File: config.mk
export PLATFORM = sky130hd
export DESIGN_NAME = ai_qram_arbiter
export DESIGN_NICKNAME = d
export VERILOG_FILES = /design/src/rtl/ai_qram_arbiter.sv
export SDC_FILE = /design/constraint.sdc
export NUM_CORES = 1
export LEC_CHECK = 0
export ABC_AREA = 1
export CORE_MARGIN = 2
export CORE_UTILIZATION = 42
export CTS_BUF_LIST = sky130_fd_sc_hd__clkbuf_8 sky130_fd_sc_hd__clkbuf_16
export CTS_CLUSTER_DIAMETER = 50
export DETAILED_ROUTE_END_ITERATION = 10
export HOLD_SLACK_MARGIN = 0.02
export PLACE_DENSITY = 0.81
export SLEW_MARGIN = 20
export SYNTH_ARGS = -nofsm -noshare
export SYNTH_HDL_FRONTEND = slang
export SYNTH_SLANG_ARGS = --single-unit
File: constraint.sdc
create_clock -name csi_clk -period 2.5 [get_ports csi_clk]
set_clock_uncertainty 0.15 [all_clocks]
set_input_delay 0.5 -clock csi_clk [delete_from_list [all_inputs] [get_ports csi_clk]]
set_output_delay 0.5 -clock csi_clk [all_outputs]
set_load 0.005 [all_outputs]
File: src/rtl/ai_qram_arbiter.sv
// Round-robin arbiter sharing one QRAM streaming read port among four AI comparer cores.
// One transaction in flight; a per-transaction watchdog completes a stalled read with zero data.
module ai_qram_arbiter #(
  parameter logic [31:0] BASE_ADDR = 32'h0000_0000,
  parameter int unsigned TIMEOUT   = 1023
) (
  input  logic        csi_clk,
  input  logic        rsi_reset_n,
  input  logic        init,
  input  logic [3:0]  req_read,
  input  logic [63:0] req_addr,
  output logic [3:0]  req_rdy,
  output logic [31:0] req_data,
  output logic [31:0] avm_m2_dout,
  output logic        avm_m2_valid,
  input  logic        avm_m2_ready,
  input  logic [63:0] avm_s2_dout,
  input  logic        avm_s2_valid,
  output logic        avm_s2_ready,
  output logic        tmo_err,
  output logic        busy
);

  typedef enum logic [1:0] {
    ST_IDLE,
    ST_ADDR,
    ST_DATA
  } state_t;

  localparam logic [9:0] TMO_LIMIT = 10'(TIMEOUT);

  state_t      r_state;
  logic [1:0]  r_id;
  logic [1:0]  r_lastGrant;
  logic        r_addrLsb;
  logic [9:0]  r_cnt;

  logic        w_grantValid;
  logic [1:0]  w_grantId;
  logic [15:0] w_grantAddr;
  logic        w_abort;

  // Search upward from the core after the last winner; k = 4 wraps back to the last winner itself.
  always_comb begin
    w_grantValid = 1'b0;
    w_grantId    = 2'd0;
    for (int k = 1; k <= 4; k++) begin
      if (!w_grantValid && req_read[r_lastGrant + 2'(k)]) begin
        w_grantValid = 1'b1;
        w_grantId    = r_lastGrant + 2'(k);
      end
    end
  end

  assign w_grantAddr = req_addr[{w_grantId, 4'b0000} +: 16];

  // Data arriving on the limit cycle still counts as a normal completion.
  assign w_abort = (r_state != ST_IDLE) && (r_cnt == TMO_LIMIT) &&
                   !((r_state == ST_DATA) && avm_s2_valid);

  always_ff @(posedge csi_clk or negedge rsi_reset_n) begin
    if (!rsi_reset_n) begin
      r_state      <= ST_IDLE;
      r_id         <= 2'd0;
      r_lastGrant  <= 2'd3;
      r_addrLsb    <= 1'b0;
      r_cnt        <= 10'd0;
      req_rdy      <= 4'd0;
      req_data     <= 32'd0;
      avm_m2_dout  <= 32'd0;
      avm_m2_valid <= 1'b0;
      avm_s2_ready <= 1'b0;
      tmo_err      <= 1'b0;
      busy         <= 1'b0;
    end else begin
      req_rdy <= 4'd0;
      tmo_err <= 1'b0;
      if (init) begin
        r_state      <= ST_IDLE;
        r_lastGrant  <= 2'd3;
        r_cnt        <= 10'd0;
        avm_m2_valid <= 1'b0;
        avm_s2_ready <= 1'b0;
        busy         <= 1'b0;
      end else if (w_abort) begin
        r_state      <= ST_IDLE;
        r_lastGrant  <= r_id;
        req_rdy      <= 4'b0001 << r_id;
        req_data     <= 32'd0;
        tmo_err      <= 1'b1;
        avm_m2_valid <= 1'b0;
        avm_s2_ready <= 1'b0;
        busy         <= 1'b0;
      end else begin
        case (r_state)
          ST_IDLE: begin
            if (w_grantValid) begin
              r_id         <= w_grantId;
              r_addrLsb    <= w_grantAddr[0];
              r_cnt        <= 10'd0;
              avm_m2_dout  <= {BASE_ADDR[31:18], w_grantId, w_grantAddr[15:1], 1'b0};
              avm_m2_valid <= 1'b1;
              busy         <= 1'b1;
              r_state      <= ST_ADDR;
            end
          end
          ST_ADDR: begin
            r_cnt <= r_cnt + 10'd1;
            if (avm_m2_ready) begin
              avm_m2_valid <= 1'b0;
              avm_s2_ready <= 1'b1;
              r_state      <= ST_DATA;
            end
          end
          ST_DATA: begin
            r_cnt <= r_cnt + 10'd1;
            if (avm_s2_valid) begin
              req_data     <= r_addrLsb ? avm_s2_dout[63:32] : avm_s2_dout[31:0];
              req_rdy      <= 4'b0001 << r_id;
              r_lastGrant  <= r_id;
              avm_s2_ready <= 1'b0;
              busy         <= 1'b0;
              r_state      <= ST_IDLE;
            end
          end
          default: r_state <= ST_IDLE;
        endcase
      end
    end
  end

endmodule

Word level (Yosys, flattened, before mapping)
Cells that the tools add are included.

Bits in registers: 74. Input bits: 137. Output and inout bits: 72.

$add $sub $neg: 4. Order comparisons: 4. Equal/unequal tests: 8. Shifts and indexed selects: 2. Muxes and demuxes: 53. Bitwise logic cells: 2. Reduce and logical (&&, ||, !) cells: 29.

Operators by type and width (number): $mux 32 (4); $shiftx 64x7->16 (1); $mux 10 (3); $mux 2 (13); $mux 1 (20); $pmux 10 s2 (1); $reduce_and 3->1 (6); $mux 4 (4); $lt 2x3->1 const B (4); $ne 4x4->1 const B (3); $reduce_bool 4->1 (3); $add 10x1->10 const B (1); $eq 10x10->1 const B (1); $reduce_bool 3->1 (3); $bmux 1 s2 (4); $logic_and 1x1->1 (6); $pmux 1 s2 (3); $pmux 2 s3 (1); $reduce_bool 2->1 (3); $add 2x2->2 const B (2); $logic_not 1->1 (4); $reduce_and 4->1 (1); $shl 1x2->4 const A (1); $ne 3x3->1 const B (1); 8 further kinds (9).

Depth between registers and ports, before layout
Word-level depth: 17. Mapped depth: 17. Depth with buffers taken out: 15.

Least setup slack after synthesis
OpenSTA, ideal clock, no wires.

Kind: register -> register. From: register r_lastGrant[0]. To: register avm_m2_dout[13]. Data arrival time: 1.752 ns. Setup slack: 0.474 ns. Cell stages (with the launch flop): 15. Path through: dfstp_2 > buf_6 > inv_6 > nand2_2 > nand2_1 > nand2_1 > nand2_2 > nor2_8 > nand3_4 > nand2_4 > nand2_4 > buf_6 > or2_1 > nand3_1 > nand3_1.

Longest elaborated chain between the ends: 14. Elaborated cells on any way between the ends: 27. Those cells by class: add/sub (3); shift (1); mux (16); reduce/logical (7).

RTL lines: start, declared (line 34) `logic [1:0] r_lastGrant;`; start signal, assigned (line 87) `r_lastGrant <= r_id;`; start signal, assigned (line 120) `r_lastGrant <= r_id;`; $add 2x1->2 (line 48, 50); $bmux 1 s2 (line 48) `if (!w_grantValid && req_read[r_lastGrant + 2'(k)]) begin`; $mux 1 (implied by the code) (line 48); $mux 1 (line 48); $logic_not 1->1 (line 48); $logic_and 1x1->1 (line 48); $mux 1 (line 48); $logic_not 1->1 (line 48); $logic_and 1x1->1 (line 48); $mux 1 (line 48); $logic_not 1->1 (line 48); $logic_and 1x1->1 (line 48); $mux 2 or $mux 1 (tied branches) (line 48); $shiftx 64x7->16 or $reduce_and 4->1 (tied branches); end signal, assigned (line 101) `avm_m2_dout <= {BASE_ADDR[31:18], w_grantId, w_grantAddr[15:1], 1'b0};`; end, declared (line 14) `output logic [31:0] avm_m2_dout,`.

Several ways; a longest one is shown, not always the timed one. The select of a mux whose other input is x is not followed. A chain may end at the register's enable or synchronous reset.

Worst setup path after layout
From: register r_lastGrant[0]. To: register r_addrLsb.

Longest elaborated chain between the ends: 14. Elaborated cells on any way between the ends: 27. Those cells by class: add/sub (3); shift (1); mux (16); reduce/logical (7).

RTL lines: $add 2x1->2 (line 48, 50); $bmux 1 s2 (line 48); $mux 1 (implied by the code) (line 48); $mux 1 (line 48); $logic_not 1->1 (line 48); $logic_and 1x1->1 (line 48); $mux 1 (line 48); $logic_not 1->1 (line 48); $logic_and 1x1->1 (line 48); $mux 1 (line 48); $logic_not 1->1 (line 48); $logic_and 1x1->1 (line 48); $mux 2 or $mux 1 (tied branches) (line 48); $shiftx 64x7->16 or $reduce_and 4->1 (tied branches); end signal, assigned (line 99) `r_addrLsb <= w_grantAddr[0];`; end, declared (line 35) `logic r_addrLsb;`.

Several ways; a longest one is shown, not always the timed one. The select of a mux whose other input is x is not followed.

==> impl_metrics.ini <==
[logic_synthesis]
syn_area_um2 = 4499
yosysMostFrequentCell = nand2_1
synth_area_leaders = dfrtp_1 (39%), nand2_1 (11%), o21ai_0 (9.0%)
yosysTopAreaCellShare_pct = 38.93
ys_seq_elements = 72
avgSynthCellArea_um2 = 7.704
synth_ff_type = dfrtp_1
synth_edf_count = 0
synthArstFlopShare_pct = 100.0
synth_area_leader_cell = dfrtp_1
synthCells = 584
ys_warn_count = 0
synth_common_cells = nand2_1 (137), o21ai_0 (81), dfrtp_1 (70)
ys_types = 41
synth.yosys.seq_area_share_pct = 40.10

[worst_setup_path]
start_kind = register
reg2reg_from = r_lastGrant[0]
cp_num_cells = 16
end_kind = register
reg2reg_depth = 16
critPathCapture = r_addrLsb
path_cells = inv_6, nand2_1, nand2_1, nand2_1, nand2_2, nand2_1, nand2_1, nor2_2, nand2_4, nand2_4, buf_4, nand2_1, nand3_1, nand2_1, nand2_1, nand2_1
crit_top_cell = nand2_1
cp.required_ns = 2.58
cp.arrival_ns = 2.39
crit_type = reg2reg
timing.rr.end = r_addrLsb
crit_path_top_delay_cell = dfstp_2
startpoint = r_lastGrant[0]
cp_max_fo = 12
worst-path-buf-inv = 2
critical_path.top_delay_family = simple AND/OR/NAND/NOR gates
r2r_slack_ns = 0.18
critical-path-max-stage-delay_ns = 0.65

[floorplanning]
die_w_um = 107.5
start_util_pct = 43.39
io_pins = 209
die_h_um = 107.5
core-area_um2 = 10370
rows = 37
die-area_um2 = 11560

[cts]
clock_latency_ns = 0.35
cts_tree = built
clock-sinks = 72
cts-buffers-inserted = 9
cts.clk_slew.worst_paths_ns = 0.08
cts-root-buf = clkbuf_8
h-tree-depth = 3
clock_path_buffers = 2

[final_layout]
fin_cells = 918
drive_gt1_share_pct = 8.312
fill_cells = 871
multiInputGateArea_um2 = 2235
postLayoutCellArea_um2 = 6750
seq_area_um2 = 1805
syn2layout_area_growth_pct = 50.03
diodes = 0
layout.nets = 921

[job]
cap_violations = 0

[sta]
hold_viol = 0
relSlewSlack_pct = 58.37
fmax_mhz = 431.4
post-route-period-util_pct = 92.73
finalSetupViolCount = 0
tightest_slew_ns = 0.6230
drv_slew = 0
rsz0062_at_grt = false
post-route-min-period_ns = 2.318
holdWs_ns = 0.3516

[detailed_routing]
first_pass_iters = 4
wl_per_cell_um = 13.94
ant_nets = 0
routed_wl_um = 12800
drc = 0
initialDrtViolationCount = 162
viasPerCell = 4.946
vias = 4540

[power_and_ir_drop]
p_leak_nw = 3.135
powerDensity_nw_per_um2 = 903.5
ir_worst_vdd_uv = 499.9

[placement]
hpwl_um = 10120
gp_congestion = 0.8678
dp.cells = 902
port-buffer-count = 193
postPlaceCellArea_um2 = 6560

[global_route]
grt_max_degree = 43
use_met3_pct = 6.053
grt_pass1_wl_um = 20780
gr-usage-all-layers_pct = 22.58
busiest_layer = met2
use_met2_pct = 39.13
antenna_found_initial = 0
globalRouteMet1Util_pct = 27.17
grt_pass1_vias = 4471
grt-ovfl-total = 0

[status]
outcome = finished, final reports clean

[hold_path]
worstHoldPathType = reg2reg
==> placed cells by master (no fill, tap or decap), types with 2 or more instances in the layout <==
cell	count
inv_1	64
buf_12	3
buf_4	14
clkinv_2	2
nor3_1	3
or2_1	2
clkinvlp_4	2
clkbuf_8	10
nand2_1	137
nand3_1	65
dfstp_2	2
xor2_1	3
ha_1	6
or2_0	16
nand4_1	2
inv_2	3
nor2_4	2
nand2_2	8
mux2i_1	32
or2_2	4
clkdlybuf4s50_1	192
conb_1	15
nor2_1	16
dfrtp_1	69
nor3b_1	2
nor2_2	4
nand2_4	3
o21ai_0	81
a22oi_1	2
==> per-layer routing <==
layer  wire length, um  share of wire, %
met4               276               2.2
met3              1081               8.4
met2              6355                50
met1              5087                40
met5                 0                 0
==> state kept, by name, summed over array words and instances (netlist names) <==
name,cells
busy,1
r_state,2
r_addrLsb,1
tmo_err,1
r_id,2
avm_m2_dout,15
avm_m2_valid,1
r_cnt,10
r_lastGrant,2
avm_s2_ready,1
req_data,32
req_rdy,4
==> worst min path at each step <==
stage	from	endpoint	slack, ns	cells after the start
floorplan	rsi_reset_n	avm_m2_dout[10]	0.05	0
global placement	avm_m2_dout[2]	avm_m2_dout[2]	0.32	2
detailed placement	avm_m2_dout[12]	avm_m2_dout[12]	0.34	2
CTS	avm_m2_dout[12]	avm_m2_dout[12]	0.35	2
global route	avm_m2_dout[8]	avm_m2_dout[8]	0.39	2
finish	avm_m2_dout[12]	avm_m2_dout[12]	0.35	2
==> per-stage QoR <==
stage	util [%]	power (W)	TNS [ns]	setup slack, ns
after floorplan	-	0.003744	0	0.4738
after global placement	63.26	0.005199	-1.260	-0.05473
after detailed placement	63.26	0.005310	-5.657	-0.2091
after CTS	65.06	0.006139	0	0.1685
after global routing	65.09	0.006605	0	0.03170
final	65.09	0.006099	0	0.1819
==> what timing repair did <==
action / in CTS / in global routing
buffers inserted: 0 / 0
endpoints found under the hold margin: 39 / 0
hold buffers: 1 / 0
gates resized for setup: 1 / 1
setup endpoints to repair: 15 / 22
==> cell type report <==
class	count	share of cell area, %
repair buffers	211	31.23
clock buffers	10	2.039
inverters	68	3.855
multi-input cells	416	33.10
clock inverters	5	0.5005
flip-flops and latches	72	26.75
well taps	136	2.521
==> power by group <==
group,internal [W],switching (W),leakage [nW]
Combinational,0.00171,0.00164,2.13
Sequential,0.00161,0.000332,0.923
Clock,0.000379,0.000429,0.0841
==> worst reg2reg max path: cells and delay by family (launching register included) <==
family | cells | cell delay [ns]
buffers and inverters | 2 | 0.26
flip-flops | 1 | 0.65
AND/OR/NAND/NOR | 14 | 1.13
==> kinds of logic (layout without fill, tap and decap cells) <==
family / count (synthesis) / count (layout) / share of synthesized area, %
AOI/OAI and AO/OA: 90 / 90 / 10.60
xor gates and xnor gates: 4 / 4 / 0.7788
adders and majority gates: 6 / 6 / 1.668
buffers and inverters: 110 / 294 / 11.57
DFF: 72 / 72 / 40.10
muxes: 32 / 32 / 7.119
other: 1 / 15 / 0.08335
and+or+nand+nor: 269 / 269 / 28.09
(Power assumes the default switching activity.)
